==> config.mk <==
export PLATFORM = sky130hd
export DESIGN_NAME = reorder_buffer
export DESIGN_NICKNAME = d
export VERILOG_FILES = /design/src/rtl/reorder_buffer.sv
export SDC_FILE = /design/constraint.sdc
export NUM_CORES = 1
export LEC_CHECK = 0
export ABC_AREA = 0
export BUFFER_PORTS_ARGS = -buffer_cell sky130_fd_sc_hd__buf_2
export CAP_MARGIN = 20
export CORE_ASPECT_RATIO = 2
export CORE_MARGIN = 2
export CORE_UTILIZATION = 62
export CTS_CLUSTER_SIZE = 30
export DETAILED_ROUTE_END_ITERATION = 8
export PLACE_DENSITY_LB_ADDON = 0.1
export SYNTH_ARGS = -nofsm -noshare
export SYNTH_HDL_FRONTEND = slang
export SYNTH_SLANG_ARGS = --single-unit
==> constraint.sdc <==
create_clock -name clk -period 3.6 [get_ports clk]
set_input_delay 0.18 -clock clk [delete_from_list [all_inputs] [get_ports clk]]
set_output_delay 0.18 -clock clk [all_outputs]
set_load 0.02 [all_outputs]
==> src/rtl/reorder_buffer.sv <==
// Circular in-order reorder buffer: dispatch allocates at the tail, the CDB completes entries
// by tag, and the oldest completed entry retires to the commit stage at most once per cycle.
module reorder_buffer #(
  parameter int unsigned XLEN  = 32,
  parameter int unsigned DEPTH = 16,
  localparam int unsigned TAG_W = $clog2(DEPTH)
) (
  input  logic             clk,
  input  logic             rst,
  input  logic             flush,
  input  logic             alloc_valid,
  input  logic [4:0]       alloc_dest_reg,
  input  logic [3:0]       alloc_instr_type,
  output logic             alloc_ready,
  output logic [TAG_W-1:0] alloc_tag,
  input  logic             cdb_valid,
  input  logic [TAG_W-1:0] cdb_tag,
  input  logic [XLEN-1:0]  cdb_result,
  output logic             rob_valid,
  output logic [XLEN-1:0]  rob_result,
  output logic [4:0]       rob_dest_reg,
  output logic [3:0]       rob_instr_type,
  output logic [TAG_W:0]   rob_count
);

  localparam int unsigned CNT_W = TAG_W + 1;
  localparam logic [CNT_W-1:0] FULL = CNT_W'(DEPTH);

  logic [DEPTH-1:0] busy;
  logic [DEPTH-1:0] done;
  logic [4:0]       dest_q   [DEPTH];
  logic [3:0]       type_q   [DEPTH];
  logic [XLEN-1:0]  result_q [DEPTH];
  logic [TAG_W-1:0] head;
  logic [TAG_W-1:0] tail;
  logic [CNT_W-1:0] count;

  logic alloc_fire;
  logic cdb_fire;
  logic retire_fire;

  // Handshake decisions, all taken from registered state.
  always_comb begin
    alloc_ready = (count != FULL);
    alloc_tag   = tail;
    rob_count   = count;
    alloc_fire  = alloc_valid & alloc_ready;
    cdb_fire    = cdb_valid & busy[cdb_tag];
    retire_fire = busy[head] & done[head];
  end

  // Entry status and pointers; retire is applied last so it wins over a repeat completion.
  always_ff @(posedge clk) begin
    if (rst || flush) begin
      head  <= '0;
      tail  <= '0;
      count <= '0;
      busy  <= '0;
      done  <= '0;
    end else begin
      if (alloc_fire) begin
        busy[tail] <= 1'b1;
        done[tail] <= 1'b0;
        tail       <= tail + TAG_W'(1);
      end
      if (cdb_fire) begin
        done[cdb_tag] <= 1'b1;
      end
      if (retire_fire) begin
        busy[head] <= 1'b0;
        done[head] <= 1'b0;
        head       <= head + TAG_W'(1);
      end
      count <= count + CNT_W'(alloc_fire) - CNT_W'(retire_fire);
    end
  end

  // Payload storage needs no reset: busy/done qualify every read.
  always_ff @(posedge clk) begin
    if (!rst && !flush) begin
      if (alloc_fire) begin
        dest_q[tail]   <= alloc_dest_reg;
        type_q[tail]   <= alloc_instr_type;
        result_q[tail] <= '0;
      end
      if (cdb_fire) begin
        result_q[cdb_tag] <= cdb_result;
      end
    end
  end

  // Commit-stage outputs; data holds between pulses.
  always_ff @(posedge clk) begin
    if (rst) begin
      rob_valid      <= 1'b0;
      rob_result     <= '0;
      rob_dest_reg   <= '0;
      rob_instr_type <= '0;
    end else if (flush) begin
      rob_valid <= 1'b0;
    end else begin
      rob_valid <= retire_fire;
      if (retire_fire) begin
        rob_result     <= result_q[head];
        rob_dest_reg   <= dest_q[head];
        rob_instr_type <= type_q[head];
      end
    end
  end

endmodule

**Word level (Yosys, flattened, before mapping)**

Memories as Yosys holds them, arrays and structs flattened. A register that Yosys moved wholly into a read port is not among the register bits.
Index checks and enable logic that the tools add are counted.

- Register bits: 46
- Bits in writable memories: 656
- Input port bits: 50
- Logic and storage cells: 66
- Memories kept: 3

- Add/sub/neg operators: 4
- Magnitude comparators: 6
- Equality and inequality tests: 1
- Muxes and demuxes: 26
- Bitwise gates (word level): 11
- Reductions and logical operators: 9

Memories:

| name | depth | bits a word | read ports | clocked after memory_dff | write ports | line | text |
|---|---|---|---|---|---|---|---|
| result_q | 16 | 32 | 1 | 1 | 2 | 33 | `logic [XLEN-1:0] result_q [DEPTH];` |
| dest_q | 16 | 5 | 1 | 1 | 1 | 31 | `logic [4:0] dest_q [DEPTH];` |
| type_q | 16 | 4 | 1 | 1 | 1 | 32 | `logic [3:0] type_q [DEPTH];` |

Operators with widths:

| kind | number |
|---|---|
| 2-to-1 mux 16 bit | 8 |
| AND 16 bit | 3 |
| inverter 16 bit | 2 |
| OR 16 bit | 2 |
| less-than comparator 4 x 5 -> 1 bit, second input constant | 3 |
| binary-select mux 1 bit (select 4 bit) | 3 |
| demux 1 bit (select 4 bit) | 3 |
| greater-or-equal comparator 4 x 1 -> 1 bit, second input constant | 3 |
| 2-to-1 mux 1 bit | 12 |
| adder 4 x 1 -> 4 bit, second input constant | 2 |
| adder 5 x 1 -> 5 bit | 1 |
| != test 5 bit, second input constant | 1 |
| subtractor 5 x 1 -> 5 bit | 1 |
| logical AND 1 bit | 4 |
| AND 1 bit | 3 |
| zero test 1 bit | 2 |
| AND reduction 2 bit | 1 |
| OR reduction 2 bit | 1 |
| logical OR 1 bit | 1 |
| inverter 1 bit | 1 |

**Depth between registers and ports, before layout**

- Depth after elaboration: 13
- Mapped depth: 16
- Gate-level depth less buffers: 15

**Worst setup path after synthesis**

Ideal clock, no wire load.

- Kind: reg-to-reg
- Start: reg count[2], in the netlist rob_count[2]
- End: mem result_q[13][0], enable pin
- Library setup time: 433 ps
- Arrival: 3208 ps
- Required time: 3167 ps
- Slack: -41 ps
- Cell stages (with the launch flop): 8
- Path buffers: 1
- Period minus slack after synthesis: 3641 ps
- Cells stage by stage: dfxtp_1 -> inv_1 -> ha_1 -> nand4bb_1 -> and2_1 -> clkbuf_1 -> nand4_1 -> o22ai_1

RTL lines:

| element | line | text |
|---|---|---|
| start: declaration | 36 | `logic [CNT_W-1:0] count;` |
| start signal: assignment | 74 | `count <= count + CNT_W'(alloc_fire) - CNT_W'(retire_fire);` |
| end: declaration | 33 |  |

**Worst setup path in the final report**

- Start: reg head[1]
- End: reg count[4], in the netlist rob_count[4]

- Cells in the longest elaborated chain, start to end: 4
- Elaborated cells on any way between the ends: 6

Ends and longest elaborated chain:

| element | line | text |
|---|---|---|
| start: declaration | 34 | `logic [TAG_W-1:0] head;` |
| start signal: assignment | 72 | `head <= head + TAG_W'(1);` |
| binary-select mux 1 bit (select 4 bit) | 49 | `retire_fire = busy[head] & done[head];` |
| 2-to-1 mux 1 bit (implied by the code) | 49 |  |
| AND 1 bit (*) | 49 |  |
| net retire_fire | 40 | `logic retire_fire;` |
| subtractor 5 x 1 -> 5 bit (*) | 74 |  |

The timed path passes the listed nets; every way through them passes the cells marked *. The select of a mux whose other input is x is not followed.
A chain may end at the register's enable or synchronous reset.

==> flow_summary_export.csv <==
group,metric,value,unit
synthesis,synthesis.nets,2131,
floorplanning,die_height,329,microns
layout,area_growth_syn_to_layout,11.4,%
grt,first_global_vias,20000,
synthesis,yosysWarnings,0,
timing,maxClockFrequency,312,MHz
layout,reg_top3,"result_q x512, dest_q x80, type_q x64",
timing,rsz0062_at_grt,"no",
timing,finalClockSkew,0.0228,ns
outcome,status,"finished clean",
worst_hold_path,min_delay_path_depth,2,
clocking,cts_max_path_buffers,3,
worst_setup_path,timing_worst_setup_path_type,"reg2reg",
drt,drc_errors,0,
layout,antenna-diode-count,0,
grt,grt_start_max_net_pins,132,
floorplanning,die_width,166,microns
synthesis,synthDistinctLibCells,55,
drt,detail_route.wl_per_cell,30.3,microns
pwr,total_switching_power,3300,uW
placed_design,placement.io_buffers,101,
layout,fin_nets,2225,
worst_setup_path,setup.reg_to_reg.worst_slack,0.40,ns
clocking,cts.sinks,743,
synthesis,postSynth.topFlopCell,"sky130_fd_sc_hd__edfxtp_1",
floorplanning,floorplan.core_area,52400,sq um
synthesis,async_flop_share,0,
layout,registers.top_by_ff_count,"result_q",
timing,timing.final.crit_share,0.889,
pwr,internal_power,12800,uW
job,timing.max_cap.violations,0,
floorplanning,die_area,54800,sq um
grt,grt.total_usage,0.321,
worst_setup_path,worst-r2r-cell-count,15,
worst_setup_path,crit-reg2reg-capture,"rob_count[4]",
timing,measured_slew_at_the_worst_slew_check_pin,0.960,ns
synthesis,yosysMostFrequentCell,"sky130_fd_sc_hd__edfxtp_1",
pwr,ir_drop,0.468,mV
clocking,clkTransAtPathRegs,0.07,ns
grt,grt_pass1_wl,128000,microns
timing,postLayoutSetupSlackWorst,0.399,ns
timing,max_slew_margin,0.360,
clocking,cts-root-buf,"sky130_fd_sc_hd__clkbuf_16",
clocking,tritoncts,"done",
worst_hold_path,hold-path-endpoint,"result_q[9][19]",
grt,initial_antenna_violation_count,2,
pwr,fin_total_pwr,16100,uW
worst_setup_path,critical_path_arrival,3.69,ns
synthesis,synth_top_cell_area_share,0.602,
synthesis,number_of_enable_type_register_cells_in_the_synthesized_netlist,656,
worst_setup_path,critPathLaunchType,"register",
drt,final_antenna_net_count,0,
worst_setup_path,worstSetupEndpointType,"register",
worst_hold_path,hold_path_startpoint,"cdb_result[19]",
synthesis,synth.yosys.seq_area_share,0.655,
worst_setup_path,regToRegStartpoint,"head[1]",
grt,total_congestion_overflow,0,
timing,maxSlewViolCount,0,
layout,post_route_cells_drive_above_1_share,0.236,
placed_design,detailedPlace.worstSlack,0.314,ns
worst_setup_path,critPathMaxFanout,11,
synthesis,postSynthRegisterBits,743,
drt,viasPerCell,6.58,
placed_design,gp_congestion,0.891,
synthesis,synthCells,2066,
pwr,leakagePower,0.0121,uW
clocking,cts_inserted_buffers,60,
worst_setup_path,critical_path_required,4.09,ns
worst_hold_path,class_of_the_most_critical_hold_timing_path,"in2reg",
pwr,power_density_of_the_placed_cells,443,nW/um^2
drt,first_pass_iters,6,
clocking,cts.htree.levels,2,
layout,largest_register_ffs,512,
pwr,power.share.combinational,0.021,
layout,final_core_util,0.696,
clocking,insertion_delay,0.64,ns
synthesis,synth.area.top_cells,"sky130_fd_sc_hd__edfxtp_1 (60%), sky130_fd_sc_hd__mux4_2 (12%), sky130_fd_sc_hd__and2_1 (9.9%)",
worst_setup_path,cp-startpoint,"head[1]",
floorplanning,core.rowCount,119,
pwr,power.sequential.fraction,0.576,
synthesis,postSynthAreaPerCell,15.8,sq um
floorplanning,initial_core_util,0.625,
drt,drt_first_iter_violations,2077,
timing,min_period,3.20,ns
timing,hold_violations,0,
synthesis,post-synth-top-area-cell,"sky130_fd_sc_hd__edfxtp_1",
pwr,clock_power_share,0.404,
floorplanning,io-pin-count,102,
drt,dr_total_vias,18900,
synthesis,synth.cells.most_frequent,"sky130_fd_sc_hd__edfxtp_1 (656), sky130_fd_sc_hd__and2_1 (516), sky130_fd_sc_hd__mux4_2 (170), sky130_fd_sc_hd__clkbuf_1 (126), sky130_fd_sc_hd__a22oi_1 (94)",
pwr,power_switching_share,0.204,
timing,tns,0,ns
drt,drt_wl_total,87100,microns
synthesis,synthesized_area,32700,sq um
placed_design,dp_hpwl,49300,microns
timing,report.final.setup_viol,0,
## worst max path at each step
stage and to:
4_1_cts rob_count[4], 2_1_floorplan result_q[7][0], 3_5_place_dp rob_count[4], 6_report rob_count[4], 5_1_grt rob_count[4], 3_3_place_gp rob_count[4]
## metal layers
| layer | track usage | part of all wire | vias up |
|---|---|---|---|
| met2 | 0.576 | 0.53 | 989 |
| met1 | 0.387 | 0.35 | 9708 |
| met3 | 0.0431 | 0.075 | 262 |
| met5 | 0 | 0.00032 | - |
| li1 | - | - | 7951 |
| met4 | 0.153 | 0.049 | 4 |
## power groups by stage
stage	Combinational (uW)	Sequential, uW	Clock, uW
after global placement	290	9480	0
after floorplan	152	9490	0
after detailed placement	298	9480	0
after global routing	357	9290	6860
after CTS	330	9290	6590
final	333	9290	6520
## area by class of cell
| cell class | count | area, sq um |
|---|---|---|
| clock buffer | 78 | 1610 |
| multi-input combinational | 1123 | 10600 |
| fill | 3484 | 15900 |
| sequential | 743 | 21400 |
| tap | 665 | 832 |
| inverter | 22 | 82.6 |
| clock inverter | 34 | 309 |
| timing repair buffer | 210 | 1600 |
## logic make-up after synthesis
family	synth area share
AO/OA/AOI/OAI	0.0467
XOR/XNOR	0.00134
adder cells (fa/ha/maj)	0.00596
buffers and inverters	0.0283
flip-flops	0.655
multiplexers	0.137
AND/OR/NAND/NOR	0.126
## what timing repair did
item,CTS,global route
endpoints found under the setup margin,0,1
endpoints found under the hold margin,324,0
hold buffers,31,0
gates resized for setup,0,1
setup buffers,0,0
## stage by stage
step | hold WS (ns) | std cells | instance area [sq um]
CTS | 0.00259 | 2875 | 36500
finish | 0.0192 | 2875 | 36500
global placement | 0.472 | 2732 | 34200
detailed placement | 0.480 | 2732 | 34200
global route | 0.0345 | 2875 | 36500
floorplan | 0.279 | 2066 | 32800
## critical path: stages (launching register included)
cell and delay (ns):
sky130_fd_sc_hd__dfxtp_4 0.40, sky130_fd_sc_hd__inv_1 0.17, sky130_fd_sc_hd__mux4_2 0.57, sky130_fd_sc_hd__o22ai_4 0.21, sky130_fd_sc_hd__o21ba_2 0.24, sky130_fd_sc_hd__inv_1 0.07, sky130_fd_sc_hd__ha_1 0.22, sky130_fd_sc_hd__inv_1 0.07
sky130_fd_sc_hd__ha_1 0.18, sky130_fd_sc_hd__inv_1 0.06, sky130_fd_sc_hd__fa_1 0.38, sky130_fd_sc_hd__inv_1 0.11, sky130_fd_sc_hd__a21oi_1 0.07, sky130_fd_sc_hd__nor2_1 0.12, sky130_fd_sc_hd__or3_1 0.12, sky130_fd_sc_hd__a21oi_1 0.06
## cell usage in the layout (no fill, tap or decap), types with 3 or more instances in the layout
cell	n
sky130_fd_sc_hd__ha_1	14
sky130_fd_sc_hd__buf_2	100
sky130_fd_sc_hd__nand2_1	21
sky130_fd_sc_hd__nand4_1	6
sky130_fd_sc_hd__inv_6	5
sky130_fd_sc_hd__o21ai_0	4
sky130_fd_sc_hd__clkbuf_8	4
sky130_fd_sc_hd__bufinv_16	4
sky130_fd_sc_hd__and2_1	515
sky130_fd_sc_hd__dlygate4sd3_1	31
sky130_fd_sc_hd__a311oi_1	18
sky130_fd_sc_hd__clkbuf_16	60
sky130_fd_sc_hd__a21oi_1	46
sky130_fd_sc_hd__o22ai_4	13
sky130_fd_sc_hd__xor2_1	3
sky130_fd_sc_hd__or3_1	3
sky130_fd_sc_hd__clkinv_2	10
sky130_fd_sc_hd__and2b_1	34
sky130_fd_sc_hd__mux2i_1	4
sky130_fd_sc_hd__buf_4	63
sky130_fd_sc_hd__a22oi_1	94
sky130_fd_sc_hd__or2_2	5
sky130_fd_sc_hd__buf_12	16
sky130_fd_sc_hd__a31oi_1	8
sky130_fd_sc_hd__a32oi_1	5
sky130_fd_sc_hd__edfxtp_1	656
sky130_fd_sc_hd__mux2_4	39
sky130_fd_sc_hd__inv_1	21
sky130_fd_sc_hd__nand3_1	16
sky130_fd_sc_hd__dfxtp_1	84
sky130_fd_sc_hd__clkinv_1	11
sky130_fd_sc_hd__nor2b_1	17
sky130_fd_sc_hd__a221oi_1	8
sky130_fd_sc_hd__mux4_2	170
sky130_fd_sc_hd__nor2_1	31
sky130_fd_sc_hd__nor2_2	12
sky130_fd_sc_hd__a211oi_1	10
sky130_fd_sc_hd__clkbuf_1	14
(Power assumes the default switching activity.)
